===== src/rtl/alu_cmd_sequencer.sv =====
// UART command sequencer: parses opcode/len packets, echoes payload bytes or
// chains 32-bit operands through an external ALU and returns the result.
module alu_cmd_sequencer #(
    parameter int unsigned TIMEOUT_CYCLES = 25000000,
    parameter int unsigned MAX_LEN        = 1024
) (
    input  logic        clk,
    input  logic        rst,
    input  logic        rx_valid_i,
    input  logic [7:0]  rx_data_i,
    output logic        alu_req_o,
    output logic [1:0]  alu_op_o,
    output logic [31:0] alu_a_o,
    output logic [31:0] alu_b_o,
    input  logic        alu_ack_i,
    input  logic [31:0] alu_result_i,
    output logic        tx_valid_o,
    output logic [7:0]  tx_data_o,
    input  logic        tx_ready_i,
    output logic        busy_o,
    output logic        err_o
);
    typedef enum logic [2:0] {IDLE, HDR, ECHO, OPERAND, WAIT_ACK, SEND, DISCARD} state_t;

    localparam logic [7:0] OPC_ECHO = 8'hEC;
    localparam logic [7:0] OPC_ADD  = 8'hAD;
    localparam logic [7:0] OPC_MUL  = 8'h88;
    localparam logic [7:0] OPC_DIV  = 8'hDD;

    state_t      state_q, state_d;
    logic [7:0]  opc_q, opc_d;
    logic [15:0] len_q, len_d;
    logic [15:0] cnt_q, cnt_d;
    logic [31:0] tmo_q, tmo_d;
    logic [31:0] sh_q, sh_d;
    logic [31:0] b_q, b_d;
    logic [31:0] acc_q, acc_d;
    logic        req_q, req_d;
    logic [1:0]  op_q, op_d;
    logic [7:0]  hold_q, hold_d;
    logic        hold_vld_q, hold_vld_d;
    logic [2:0]  sidx_q, sidx_d;
    logic        err_q, err_d;

    logic [15:0] hdr_len;
    logic [31:0] opnd;
    logic        last_byte, timed, len_ok, is_alu, alu_ok;
    logic [1:0]  hdr_op;
    logic [7:0]  acc_byte;

    assign hdr_len   = {rx_data_i, len_q[7:0]};
    assign opnd      = {rx_data_i, sh_q[31:8]};
    assign last_byte = (cnt_q + 16'd1) == len_q;
    assign len_ok    = (hdr_len >= 16'd4) && ({16'd0, hdr_len} <= MAX_LEN);
    assign alu_ok    = is_alu && len_ok && (hdr_len[1:0] == 2'b00) && (hdr_len >= 16'd12);
    assign timed     = (state_q == HDR) || (state_q == ECHO) ||
                       (state_q == OPERAND) || (state_q == DISCARD);

    always_comb begin
        is_alu = 1'b1;
        hdr_op = 2'd0;
        case (opc_q)
            OPC_ADD: hdr_op = 2'd0;
            OPC_MUL: hdr_op = 2'd1;
            OPC_DIV: hdr_op = 2'd2;
            default: is_alu = 1'b0;
        endcase
    end

    always_comb begin
        case (sidx_q[1:0])
            2'd0:    acc_byte = acc_q[7:0];
            2'd1:    acc_byte = acc_q[15:8];
            2'd2:    acc_byte = acc_q[23:16];
            default: acc_byte = acc_q[31:24];
        endcase
    end

    always_comb begin
        state_d    = state_q;
        opc_d      = opc_q;
        len_d      = len_q;
        cnt_d      = cnt_q;
        tmo_d      = '0;
        sh_d       = sh_q;
        b_d        = b_q;
        acc_d      = acc_q;
        req_d      = req_q;
        op_d       = op_q;
        hold_d     = hold_q;
        hold_vld_d = hold_vld_q & ~tx_ready_i;
        sidx_d     = sidx_q;
        err_d      = 1'b0;

        // an ack only counts against a live request
        if (req_q && alu_ack_i) begin
            req_d = 1'b0;
            acc_d = alu_result_i;
        end
        if (timed && !rx_valid_i) tmo_d = tmo_q + 32'd1;

        case (state_q)
            IDLE: if (rx_valid_i) begin
                opc_d   = rx_data_i;
                cnt_d   = 16'd1;
                state_d = HDR;
            end
            HDR: if (rx_valid_i) begin
                cnt_d = cnt_q + 16'd1;
                if (cnt_q == 16'd2) len_d[7:0] = rx_data_i;
                if (cnt_q == 16'd3) begin
                    len_d = hdr_len;
                    if (opc_q == OPC_ECHO && len_ok) begin
                        state_d = (hdr_len == 16'd4) ? IDLE : ECHO;
                    end else if (alu_ok) begin
                        op_d    = hdr_op;
                        state_d = OPERAND;
                    end else begin
                        err_d   = 1'b1;
                        state_d = (len_ok && hdr_len != 16'd4) ? DISCARD : IDLE;
                    end
                end
            end
            ECHO: if (rx_valid_i) begin
                cnt_d = cnt_q + 16'd1;
                if (hold_vld_q && !tx_ready_i) begin
                    err_d = 1'b1;
                end else begin
                    hold_d     = rx_data_i;
                    hold_vld_d = 1'b1;
                end
                if (last_byte) state_d = IDLE;
            end
            OPERAND: if (rx_valid_i) begin
                cnt_d = cnt_q + 16'd1;
                sh_d  = opnd;
                if (cnt_q[1:0] == 2'd3) begin
                    if (cnt_q == 16'd7) begin
                        acc_d = opnd;
                    end else if (req_q && !alu_ack_i) begin
                        // ALU too slow for the byte stream: drop the packet
                        err_d   = 1'b1;
                        state_d = last_byte ? IDLE : DISCARD;
                    end else begin
                        b_d   = opnd;
                        req_d = 1'b1;
                        if (last_byte) state_d = WAIT_ACK;
                    end
                end
            end
            WAIT_ACK: begin
                if (rx_valid_i) err_d = 1'b1;
                if (req_q && alu_ack_i) begin
                    sidx_d  = 3'd0;
                    state_d = SEND;
                end
            end
            SEND: begin
                if (rx_valid_i) err_d = 1'b1;
                if (!hold_vld_q || tx_ready_i) begin
                    if (sidx_q < 3'd4) begin
                        hold_d     = acc_byte;
                        hold_vld_d = 1'b1;
                        sidx_d     = sidx_q + 3'd1;
                    end else begin
                        state_d = IDLE;
                    end
                end
            end
            DISCARD: if (rx_valid_i) begin
                cnt_d = cnt_q + 16'd1;
                if (last_byte) state_d = IDLE;
            end
            default: state_d = IDLE;
        endcase

        if (timed && !rx_valid_i && tmo_q == TIMEOUT_CYCLES - 1) begin
            err_d      = 1'b1;
            state_d    = IDLE;
            hold_vld_d = 1'b0;
            req_d      = 1'b0;
            tmo_d      = '0;
        end
    end

    always_ff @(posedge clk or negedge rst) begin
        if (!rst) begin
            state_q    <= IDLE;
            opc_q      <= '0;
            len_q      <= '0;
            cnt_q      <= '0;
            tmo_q      <= '0;
            sh_q       <= '0;
            b_q        <= '0;
            acc_q      <= '0;
            req_q      <= 1'b0;
            op_q       <= '0;
            hold_q     <= '0;
            hold_vld_q <= 1'b0;
            sidx_q     <= '0;
            err_q      <= 1'b0;
        end else begin
            state_q    <= state_d;
            opc_q      <= opc_d;
            len_q      <= len_d;
            cnt_q      <= cnt_d;
            tmo_q      <= tmo_d;
            sh_q       <= sh_d;
            b_q        <= b_d;
            acc_q      <= acc_d;
            req_q      <= req_d;
            op_q       <= op_d;
            hold_q     <= hold_d;
            hold_vld_q <= hold_vld_d;
            sidx_q     <= sidx_d;
            err_q      <= err_d;
        end
    end

    assign alu_req_o  = req_q;
    assign alu_op_o   = op_q;
    assign alu_a_o    = acc_q;
    assign alu_b_o    = b_q;
    assign tx_valid_o = hold_vld_q;
    assign tx_data_o  = hold_q;
    assign busy_o     = (state_q != IDLE);
    assign err_o      = err_q;
endmodule


===== config.mk =====
export PLATFORM = sky130hd
export DESIGN_NAME = alu_cmd_sequencer
export DESIGN_NICKNAME = d
export VERILOG_FILES = /design/src/rtl/alu_cmd_sequencer.sv
export SDC_FILE = /design/constraint.sdc
export NUM_CORES = 1
export LEC_CHECK = 0
export ABC_AREA = 0
export BUFFER_PORTS_ARGS = -buffer_cell sky130_fd_sc_hd__buf_2
export CAP_MARGIN = 10
export CORE_ASPECT_RATIO = 0.8
export CORE_MARGIN = 3
export CORE_UTILIZATION = 62
export DETAILED_ROUTE_END_ITERATION = 10
export GPL_TIMING_DRIVEN = 0
export PLACE_DENSITY = 0.95
export SETUP_SLACK_MARGIN = 0.15
export SLEW_MARGIN = 20
export SYNTH_ARGS = -nofsm -noshare
export SYNTH_HDL_FRONTEND = slang
export SYNTH_SLANG_ARGS = --single-unit

===== constraint.sdc =====
create_clock -name clk -period 4.77 [get_ports clk]
set_clock_uncertainty 0.1 [all_clocks]
set_input_delay 0.477 -clock clk [delete_from_list [all_inputs] [get_ports clk]]
set_output_delay 0.477 -clock clk [all_outputs]
set_load 0.03 [all_outputs]

==> results of run 1 <==
-- cell families (layout without fill, tap and decap cells) --
family,count (synthesis),count (layout),synth area share (%)
compound gates,155,155,10.7
xor+xnor,48,48,4.69
fa+ha+maj,7,7,0.976
buf+inv,69,215,3.29
flops,179,179,49.9
mux,92,92,11.1
simple gates,369,369,19.3
-- sequential cells by signal, summed over array words and instances (netlist names) --
name / flops
len_q: 16
alu_req_o: 1
tx_valid_o: 1
tmo_q: 32
alu_b_o: 32
tx_data_o: 8
cnt_q: 16
state_q: 3
sidx_q: 3
opc_q: 8
sh_q: 24
err_o: 1
alu_op_o: 2
alu_a_o: 32
-- worst paths after layout --
path                                     startpoint                       end  cells after the start
min in group asynchronous                       rst      len_q[7]$_DFFE_PN0P_                      2
max reg2reg                    cnt_q[1]$_DFFE_PN0P_    state_q[1]$_DFFE_PN0P_                      9
max                            cnt_q[1]$_DFFE_PN0P_    state_q[1]$_DFFE_PN0P_                      9
min                                alu_result_i[18]     alu_a_o[18]$_DFF_PN0_                      3
min reg2reg                tx_data_o[3]$_DFFE_PN0P_  tx_data_o[3]$_DFFE_PN0P_                      2
max in group asynchronous                       rst       tmo_q[16]$_DFF_PN0_                      3
-- cell usage after synthesis, types with 16 or more instances --
master                       n  area [um^2]
sky130_fd_sc_hd__a21oi_1    64          320
sky130_fd_sc_hd__clkbuf_1   37          139
sky130_fd_sc_hd__dfrtp_1   179         4480
sky130_fd_sc_hd__mux2_2     57          642
sky130_fd_sc_hd__mux2i_1    35          350
sky130_fd_sc_hd__nand2_1   127          477
sky130_fd_sc_hd__nand3_1    23          115
sky130_fd_sc_hd__nand4_1    16          100
sky130_fd_sc_hd__nor2_1    116          435
sky130_fd_sc_hd__o21ai_0    34          170
sky130_fd_sc_hd__xnor2_1    24          210
sky130_fd_sc_hd__xor2_1     24          210
-- repair_timing --
item | CTS | global route
setup buffers | 0 | 0
endpoints found under the hold margin | 72 | 0
setup endpoints to repair | 0 | 0
hold buffers | 1 | 0
-- metrics by stage --
stage / utilization [%] / setup WS (ps)
global route: 74.8 / 1020
CTS: 74.8 / 1220
floorplan: - / 1550
global placement: 70.6 / 400
detailed placement: 70.8 / 1240
finish: 74.8 / 1170
-- power breakdown --
group / internal, mW / total (mW) / switching, mW
Combinational: 0.846 / 2.40 / 1.56
Sequential: 1.99 / 2.47 / 0.478
Clock: 0.675 / 1.29 / 0.618
-- worst max-delay path, stage by stage (launching register included) --
cell                        delay [ps]
sky130_fd_sc_hd__dfrtp_1           440
sky130_fd_sc_hd__ha_1              180
sky130_fd_sc_hd__buf_2             210
sky130_fd_sc_hd__nand4_2           220
sky130_fd_sc_hd__or4_4             500
sky130_fd_sc_hd__a211o_1           330
sky130_fd_sc_hd__a2111oi_2         360
sky130_fd_sc_hd__a41oi_1           180
sky130_fd_sc_hd__or4b_4            580
sky130_fd_sc_hd__o311a_1           370
-- layout make-up --
cell class | count | area, um^2 | share of cell area [%]
Buffer | 55 | 243 | 2.35
Timing Repair Buffer | 115 | 613 | 5.92
Clock inverter | 12 | 103 | 0.991
Multi-Input combinational cell | 671 | 4200 | 40.6
Clock buffer | 19 | 433 | 4.18
Sequential cell | 179 | 4480 | 43.3
Tap cell | 180 | 225 | 2.18
Inverter | 14 | 52.6 | 0.508
-- layer usage --
layer / vias up / wire [um]
li1: 3517 / -
met1: 3793 / 10100
met4: 0 / 720
met2: 518 / 11300
met5: - / 0
met3: 73 / 2930
==> impl_metrics.toml, run 1 <==
[outcome]
outcome = "finished, final reports clean"

[yosys]
synth_fp_nets = 971
ys_ff_latch = 179
synth-warning-count = 0
synth.lib_cells_used.distinct = 62
synth.avg_cell_area_um2 = 9.76
ys_async_sr_fraction_pct = 100
synth_edf_count = 0
synth_flop_cell = "sky130_fd_sc_hd__dfrtp_1"
synth.cell_area_um2 = 8970
synth_sequential_area_ratio_pct = 49.9
synthesized_netlist_cell_count = 919

[global_route]
grt_first_pass_wirelength_um = 39700
grt_antenna_before_repair = 0
grtUsageTotal_pct = 31.6
globalRoute.busiestLayer = "met2"
via_count_of_the_first_global_routing_pass = 7560
met2_usage_pct = 46.4
gr-total-overflow = 0
maximum_number_of_pins_on_one_net_before_global_route_repair = 108
globalRouteMet3Util_pct = 8.26
global_route.usage.met1_pct = 45.1

[detailed_routing]
wire_length_per_cell_after_detailed_routing_um = 20.1
dr_total_vias = 7901
starting_drc_count_in_detailed_routing = 1049
route.detailed.vias_per_inst = 6.35
wl_um = 25100
drtPass1Iterations = 7
antenna_left = 0
drc = 0

[placed_design]
placedCellCount = 1213
numPortBuffers = 113
gp_congestion = 0.959
detailed_place.area_um2 = 9800
dpl.hpwl_um = 17100

[sta]
report.final.slew_viol_count = 0
minimum_period_implied_by_the_final_worst_setup_slack_ps = 3600
grt_setup_unrepaired = "no"
timing.max_slew.rel_slack_pct = 39.5
finalHoldViolCount = 0
tightest_slew_ps = 906
timing.setup.tns_ps = 0
finalSetupViolCount = 0
fmaxAchievable_mhz = 278
worst_hold_slack_ps = 237
finalCritPeriodShare_pct = 75.4

[clock_network]
worst_skew_late_latency_ps = 440
cts.reportedPaths.clkPinSlew_ps = 70
post_cts.resized_instances = 0
cts_tree = "done"
cts_sink_cnt = 179
cts_made_buffers = 17
max-clock-path-buffers = 2
cts_htree_levels = 4
cts_root_buf = "sky130_fd_sc_hd__clkbuf_16"

[layout]
most-common-layout-cells = "sky130_fd_sc_hd__dfrtp_1, sky130_fd_sc_hd__nand2_1, sky130_fd_sc_hd__buf_2"
final_common_cell = "sky130_fd_sc_hd__dfrtp_1"
stdcell_area_um2 = 10300
insertedDiodeCount = 0
layout-drive-gt1-share_pct = 21.1
nFillCells = 887
final_cells = 1245
area_growth_syn_to_layout_pct = 15.4
layout.nets = 1105

[pwr]
fin_total_pwr_mw = 6.16
leakage_nw = 5.12
vdd_ir_drop_max_v = 0.000421
power-per-cell-area_nw_per_um2 = 596

[flow_run]
maxCapViolCount = 0

[worst_hold_path]
worstHoldPathType = "in -> reg"

[floorplan]
dieWidth_um = 140
floorplan.initialDensity_pct = 64.8
rows = 38
die-area_um2 = 16000
fp.dieH_um = 114
placeable_area_um2 = 13800
pin_count = 123

[critical_path]
critPathKind = "reg -> reg"
critPathMaxFanout = 9
worst-endpoint-required_ps = 4990
setup.reg_to_reg.worst_slack_ps = 1170
cp.arrival_ps = 3820
crit_path_end_kind = "flip-flop"
worst_setup_path_start_kind = "flip-flop"
Power figures use the tool's default switching activity.
==> run 2, diff against run 1 <==
- CORE_UTILIZATION: 62 -> 52
- PLACE_DENSITY: 0.95 -> 0.87
- clock period: 4.77 -> 3 ns (I/O delays scaled with it)
==> run 2 against run 1 <==
Net effect:
- the run now ends with negative setup slack left
- critical path depth unchanged
- final cell count is 4.2% higher
- largest cell class unchanged
- routed wire length increased by 1.5%
- die area rose by 18%
==> impl_metrics.toml, run 2 (synthesis results as in run 1) <==
[outcome]
outcome = "finished with violations"
failed_checks = "negative setup slack"

[flow_run]
maxCapViolCount = 0

[floorplan]
die-area_um2 = 18900
pin_count = 123
placeable_area_um2 = 16700
dieWidth_um = 153
rows = 42
floorplan.initialDensity_pct = 53.7
fp.dieH_um = 123

[global_route]
grt_first_pass_wirelength_um = 40400
grt_antenna_before_repair = 0
grtUsageTotal_pct = 27.1
via_count_of_the_first_global_routing_pass = 7536
gr-total-overflow = 0
maximum_number_of_pins_on_one_net_before_global_route_repair = 99

[pwr]
power-per-cell-area_nw_per_um2 = 956
vdd_ir_drop_max_v = 0.000440
leakage_nw = 5.24

[critical_path]
critical_path.n_buffers_inverters = 1
reg2reg_to = "state_q[1]$_DFFE_PN0P_"
worst_path_dominant_cell_family = "compound AO/OA/AOI/OAI gates"
worst_setup_path_start_kind = "flip-flop"
critPathKind = "reg -> reg"
critPathMaxFanout = 2
setup.reg_to_reg.worst_slack_ps = -40
cp_slowest_cell = "sky130_fd_sc_hd__or4b_4"
worst_r2r_path_depth = 9
worst-endpoint-required_ps = 3220
regToRegStartpoint = "cnt_q[0]$_DFFE_PN0P_"
cpPeakStageDelay_ps = 540
crit_path_cell_trace = "ha_2, buf_6, nand4_4, or4_4, a211o_4, a2111oi_4, a41oi_2, or4b_4, o311a_1"
crit_path_end_kind = "flip-flop"
cp.arrival_ps = 3260

[sta]
timing.setup.tns_ps = -44.2
timing.max_slew.rel_slack_pct = 40.9
finalHoldViolCount = 0
minimum_period_implied_by_the_final_worst_setup_slack_ps = 3040
finalCritPeriodShare_pct = 101
postLayoutSetupSlackWorst_ps = -37.1
worst_hold_slack_ps = 62.2
report.final.slew_viol_count = 0
tightest_slew_ps = 884
grt_setup_unrepaired = "yes"
fmaxAchievable_mhz = 329
finalSetupViolCount = 3

[clock_network]
cts.reportedPaths.clkPinSlew_ps = 80
cts_root_buf = "sky130_fd_sc_hd__clkbuf_16"
worst_skew_late_latency_ps = 450
cts_made_buffers = 17
cts_tree = "done"
cts_htree_levels = 4
max-clock-path-buffers = 2
cts_sink_cnt = 179

[detailed_routing]
antenna_left = 0
drtPass1Iterations = 7
dr_total_vias = 7927
wire_length_per_cell_after_detailed_routing_um = 19.6
starting_drc_count_in_detailed_routing = 1017
route.detailed.vias_per_inst = 6.11
wl_um = 25400
drc = 0

[layout]
layout.nets = 1116
layout-drive-gt1-share_pct = 24.5
most-common-layout-cells = "sky130_fd_sc_hd__dfrtp_1, sky130_fd_sc_hd__nand2_1, sky130_fd_sc_hd__buf_2"
stdcell_area_um2 = 10700
insertedDiodeCount = 0
nFillCells = 1262
final_common_cell = "sky130_fd_sc_hd__dfrtp_1"
utilization_pct = 63.9
area_growth_syn_to_layout_pct = 19.0

[worst_hold_path]
worstHoldPathType = "in -> reg"
min_to = "alu_a_o[13]$_DFF_PN0_"
timing.hold.worst.start = "alu_result_i[13]"
holdPathStages = 3

[placed_design]
numPortBuffers = 113
dpl.hpwl_um = 17500
detailed_place.area_um2 = 9870
gp_congestion = 0.922
-- run 2: worst register-to-register path, cell delays in order, from the launching register on --
cell	delay, ps
sky130_fd_sc_hd__dfrtp_1	370
sky130_fd_sc_hd__ha_2	190
sky130_fd_sc_hd__buf_6	110
sky130_fd_sc_hd__nand4_4	80
sky130_fd_sc_hd__or4_4	440
sky130_fd_sc_hd__a211o_4	350
sky130_fd_sc_hd__a2111oi_4	300
sky130_fd_sc_hd__a41oi_2	140
sky130_fd_sc_hd__or4b_4	540
sky130_fd_sc_hd__o311a_1	310
-- run 2: where the power goes --
part	internal (mW)	leakage, nW	switching [mW]
clock	1.19	0.291	1.06
sequential	3.17	2.37	0.791
combinational	1.47	2.58	2.53
total	5.82	5.24	4.38
-- run 2: timing repair --
| action | 4_1_cts | 5_1_grt |
|---|---|---|
| hold buffers | 1 | 0 |
| buffers inserted | 10 | 1 |
| endpoints found under the setup margin | 70 | 82 |
| pin swaps | 8 | 5 |
| hold endpoints to repair | 97 | 0 |
| gates resized for setup | 11 | 29 |
| gates cloned | 0 | 0 |
-- run 2: area by class of cell --
cell class | count | area [um^2] | area share (%)
clock inverter | 14 | 154 | 1.44
inverter | 14 | 52.6 | 0.492
buffer | 55 | 279 | 2.61
timing repair buffer | 126 | 696 | 6.52
tap | 220 | 275 | 2.58
sequential | 179 | 4480 | 42.0
clock buffer | 18 | 429 | 4.02
multi-input combinational | 671 | 4310 | 40.4
-- run 2: how the worst max path moves through the flow --
| stage | start | to | slack [ps] | cells after the start |
|---|---|---|---|---|
| 6_report | cnt_q[0]$_DFFE_PN0P_ | state_q[1]$_DFFE_PN0P_ | -40 | 9 |
| 5_1_grt | cnt_q[2]$_DFFE_PN0P_ | state_q[1]$_DFFE_PN0P_ | -120 | 8 |
| 2_1_floorplan | cnt_q[1]$_DFFE_PN0P_ | state_q[1]$_DFFE_PN0P_ | -30 | 9 |
| 3_3_place_gp | rst | alu_op_o[0]$_DFFE_PN0P_ | -1240 | 1 |
| 3_5_place_dp | cnt_q[1]$_DFFE_PN0P_ | state_q[1]$_DFFE_PN0P_ | -320 | 9 |
| 4_1_cts | cnt_q[1]$_DFFE_PN0P_ | state_q[1]$_DFFE_PN0P_ | -30 | 9 |
-- run 2: metal layers --
layer  GRT usage (%)  wire (um)  up-vias
li1                -          -     3541
met1            38.2      10500     3873
met2            41.1      11600      439
met3            7.14       2570       74
met4            9.40        697        0
met5               0          0        -
-- run 2: metrics by stage --
| stage | worst slack, ps | power (mW) | instances |
|---|---|---|---|
| global placement | -1240 | 7.52 | 1252 |
| floorplan | -32.8 | 6.40 | 919 |
| global route | -122 | 10.7 | 1297 |
| detailed placement | -316 | 7.66 | 1253 |
| CTS | -34.7 | 10.0 | 1296 |
| finish | -37.1 | 10.2 | 1297 |
==> run 3, diff against run 2 <==
- ABC_AREA: 0 -> 1
==> run 3 against run 2 <==
Net effect:
- combinational power down 53%
- critical path type unchanged
- synthesized area up 2.0%
- the flow now finishes without violations
- critical path depth up 7
- final cell count up 20%
- critical endpoint is now state_q[2]$_DFFE_PN0P_
- largest cell class unchanged
- via count up 14%
==> impl_metrics.toml, run 3 <==
[detailed_routing]
drtPass1Iterations = 7
starting_drc_count_in_detailed_routing = 1204
wire_length_per_cell_after_detailed_routing_um = 17.3
drc = 0
route.detailed.vias_per_inst = 5.78
antenna_left = 0
wl_um = 27100
dr_total_vias = 9031

[pwr]
clkPwrFrac_pct = 32.2
vdd_ir_drop_max_v = 0.000431
switching_power_mw = 2.60
power_switching_share_pct = 35.6
internal_power_mw = 4.69
power_frac_comb_pct = 25.8
power-per-cell-area_nw_per_um2 = 681
sequential_cell_fraction_of_total_power_pct = 42.1
leakage_nw = 5.18

[critical_path]
cpMostUsedCell = "sky130_fd_sc_hd__nand2_1"
crit_path_cell_trace = "ha_2, nand2_1, nor2_4, nand2_1, nand2_1, nand2_1, nand2_1, nand2_1, nor2_1, nand3_1, nor2_1, nand2_1, nand3_1, nand3_2, nand3_1, nand2_1"
critPathMaxFanout = 7
cp.arrival_ps = 2770
worst_setup_path_start_kind = "flip-flop"
critical_path.startpoint = "cnt_q[1]$_DFFE_PN0P_"
cp_slowest_cell = "sky130_fd_sc_hd__dfrtp_1"
setup.reg_to_reg.worst_slack_ps = 460
cpPeakStageDelay_ps = 420
reg2reg_to = "state_q[2]$_DFFE_PN0P_"
crit_path_end_kind = "flip-flop"
regToRegStartpoint = "cnt_q[1]$_DFFE_PN0P_"
critPathKind = "reg -> reg"
worst_r2r_path_depth = 16
worst-endpoint-required_ps = 3230

[global_route]
grt_first_pass_wirelength_um = 43100
maximum_number_of_pins_on_one_net_before_global_route_repair = 93
grtUsageTotal_pct = 28.0
via_count_of_the_first_global_routing_pass = 8367
gr-total-overflow = 0
grt_antenna_before_repair = 0

[clock_network]
cts_tree = "done"
cts_setup_buffers = 0
max-clock-path-buffers = 2
cts_made_buffers = 17
worst_skew_late_latency_ps = 450
cts.reportedPaths.clkPinSlew_ps = 70
cts_root_buf = "sky130_fd_sc_hd__clkbuf_16"
cts_htree_levels = 4
cts_sink_cnt = 179

[yosys]
yosysTopAreaCellShare_pct = 48.9
synth_flop_cell = "sky130_fd_sc_hd__dfrtp_1"
synth_sequential_area_ratio_pct = 48.9
synth_edf_count = 0
synth.cell_area_um2 = 9150
ys_async_sr_fraction_pct = 100
ys_top_cells_by_area = "sky130_fd_sc_hd__dfrtp_1, sky130_fd_sc_hd__nand2_1, sky130_fd_sc_hd__o21ai_0, sky130_fd_sc_hd__inv_1, sky130_fd_sc_hd__nor2_1"
synth.avg_cell_area_um2 = 7.71
synth_fp_nets = 1239
synthesized_netlist_cell_count = 1187
post-synth-top-count-cell = "sky130_fd_sc_hd__nand2_1"
synth-warning-count = 0
synth.cells.most_frequent = "sky130_fd_sc_hd__nand2_1, sky130_fd_sc_hd__dfrtp_1, sky130_fd_sc_hd__o21ai_0, sky130_fd_sc_hd__inv_1, sky130_fd_sc_hd__nor2_1"
ys_ff_latch = 179
synth_largest_area_cell = "sky130_fd_sc_hd__dfrtp_1"
synth.lib_cells_used.distinct = 41

[floorplan]
fp.dieH_um = 125
floorplan.initialDensity_pct = 54.1
die-area_um2 = 19200
pin_count = 123
placeable_area_um2 = 16900
dieWidth_um = 154
rows = 42

[worst_hold_path]
holdPathStages = 3
timing.hold.worst.start = "rx_data_i[5]"
worstHoldPathType = "in -> reg"
min_to = "tx_data_o[5]$_DFFE_PN0P_"

[layout]
area_growth_syn_to_layout_pct = 16.9
final_cells = 1562
layout.nets = 1381
most-common-layout-cells = "sky130_fd_sc_hd__nand2_1, sky130_fd_sc_hd__dfrtp_1, sky130_fd_sc_hd__o21ai_0"
insertedDiodeCount = 0
final_common_cell = "sky130_fd_sc_hd__nand2_1"
utilization_pct = 63.3
layout-drive-gt1-share_pct = 13.8

[sta]
finalSetupViolCount = 0
timing.max_slew.rel_slack_pct = 52.1
postLayoutSetupSlackWorst_ps = 462
tightest_slew_ps = 719
finalCritPeriodShare_pct = 84.6
timing.setup.tns_ps = 0
fmaxAchievable_mhz = 394
finalHoldViolCount = 0
report.final.slew_viol_count = 0
minimum_period_implied_by_the_final_worst_setup_slack_ps = 2540
grt_setup_unrepaired = "no"

[placed_design]
dpl.hpwl_um = 19600
placedCellCount = 1529
numPortBuffers = 121
gp_congestion = 0.968
place_worst_setup_slack_ps = 397

[flow_run]
maxCapViolCount = 0

[outcome]
outcome = "finished, final reports clean"
==> run 3: cell count changes after synthesis, sizes merged, moves of 12 or more <==
cell / previous run / this run
inv: 13 / 116
nand4: 18 / 30
mux2i: 35 / 0
o21ai: 34 / 148
xnor2: 24 / 4
nand3: 24 / 54
xor2: 24 / 12
nor2: 116 / 95
nand2: 127 / 382
mux2: 57 / 0
a21oi: 64 / 29
nand3b: 1 / 13
==> run 3: how the worst max path moves through the flow <==
stage	endpoint	cells after the start	slack, ps
final	state_q[2]$_DFFE_PN0P_	16	460
after global routing	state_q[1]$_DFFE_PN0P_	17	210
after CTS	tmo_q[12]$_DFF_PN0_	10	370
after detailed placement	tmo_q[17]$_DFF_PN0_	10	400
after global placement	sh_q[19]$_DFFE_PN0P_	1	-1270
after floorplan	state_q[0]$_DFFE_PN0P_	16	920
==> run 3: cell families after synthesis <==
| logic type | count (synthesis) | synth area share, % |
|---|---|---|
| AOI/OAI and AO/OA | 210 | 12.0 |
| xor gates and xnor gates | 16 | 1.53 |
| adders and majority gates | 7 | 0.957 |
| buffers and inverters | 156 | 6.55 |
| DFF | 179 | 48.9 |
| and+or+nand+nor | 619 | 30.0 |
==> run 3: metal layers <==
layer  vias up  wire (um)  share of wire [%]  track usage (%)
met3        67       3060                 11             7.95
met4         0        672                2.5             8.83
met1      4295      11500                 42             40.6
li1       4178          -                  -                -
met5         -          0                  0                0
met2       491      11900                 44             40.9
==> run 3: timing repair <==
item                       in CTS  in global routing
hold endpoints to repair       91                  0
setup endpoints to repair       0                  5
resized for setup               0                  3
hold buffers                    1                  0
==> run 3: area by class of cell <==
class	count	area, um^2
Fill cell	1468	6220
Clock inverter	12	166
Buffer	40	164
Tap cell	220	275
Sequential cell	179	4480
Clock buffer	20	447
Timing Repair Buffer	123	653
Multi-Input combinational cell	852	4080
Inverter	116	435
==> run 3: power groups by stage <==
stage	combinational (mW)	clock, mW	sequential [mW]
after floorplan	1.06	0	3.25
after global placement	1.77	0	3.08
after detailed placement	1.83	0	3.09
after CTS	1.86	2.36	3.05
after global routing	2.09	2.46	3.11
final	1.88	2.34	3.07
==> run 3: metrics by stage <==
| step | total power, mW | instance area [um^2] | hold slack [ps] |
|---|---|---|---|
| finish | 7.29 | 10700 | 30.4 |
| global route | 7.66 | 10700 | 49.6 |
| CTS | 7.26 | 10700 | 21.9 |
| detailed placement | 4.92 | 10100 | 267 |
| global placement | 4.85 | 10000 | 366 |
| floorplan | 4.31 | 9150 | -95.6 |
==> run 3: critical path: cells and delay by family, from the launching register on <==
kind	cells	cell delay (ps)
fa+ha+maj	1	260
flops	1	420
simple gates	15	1660
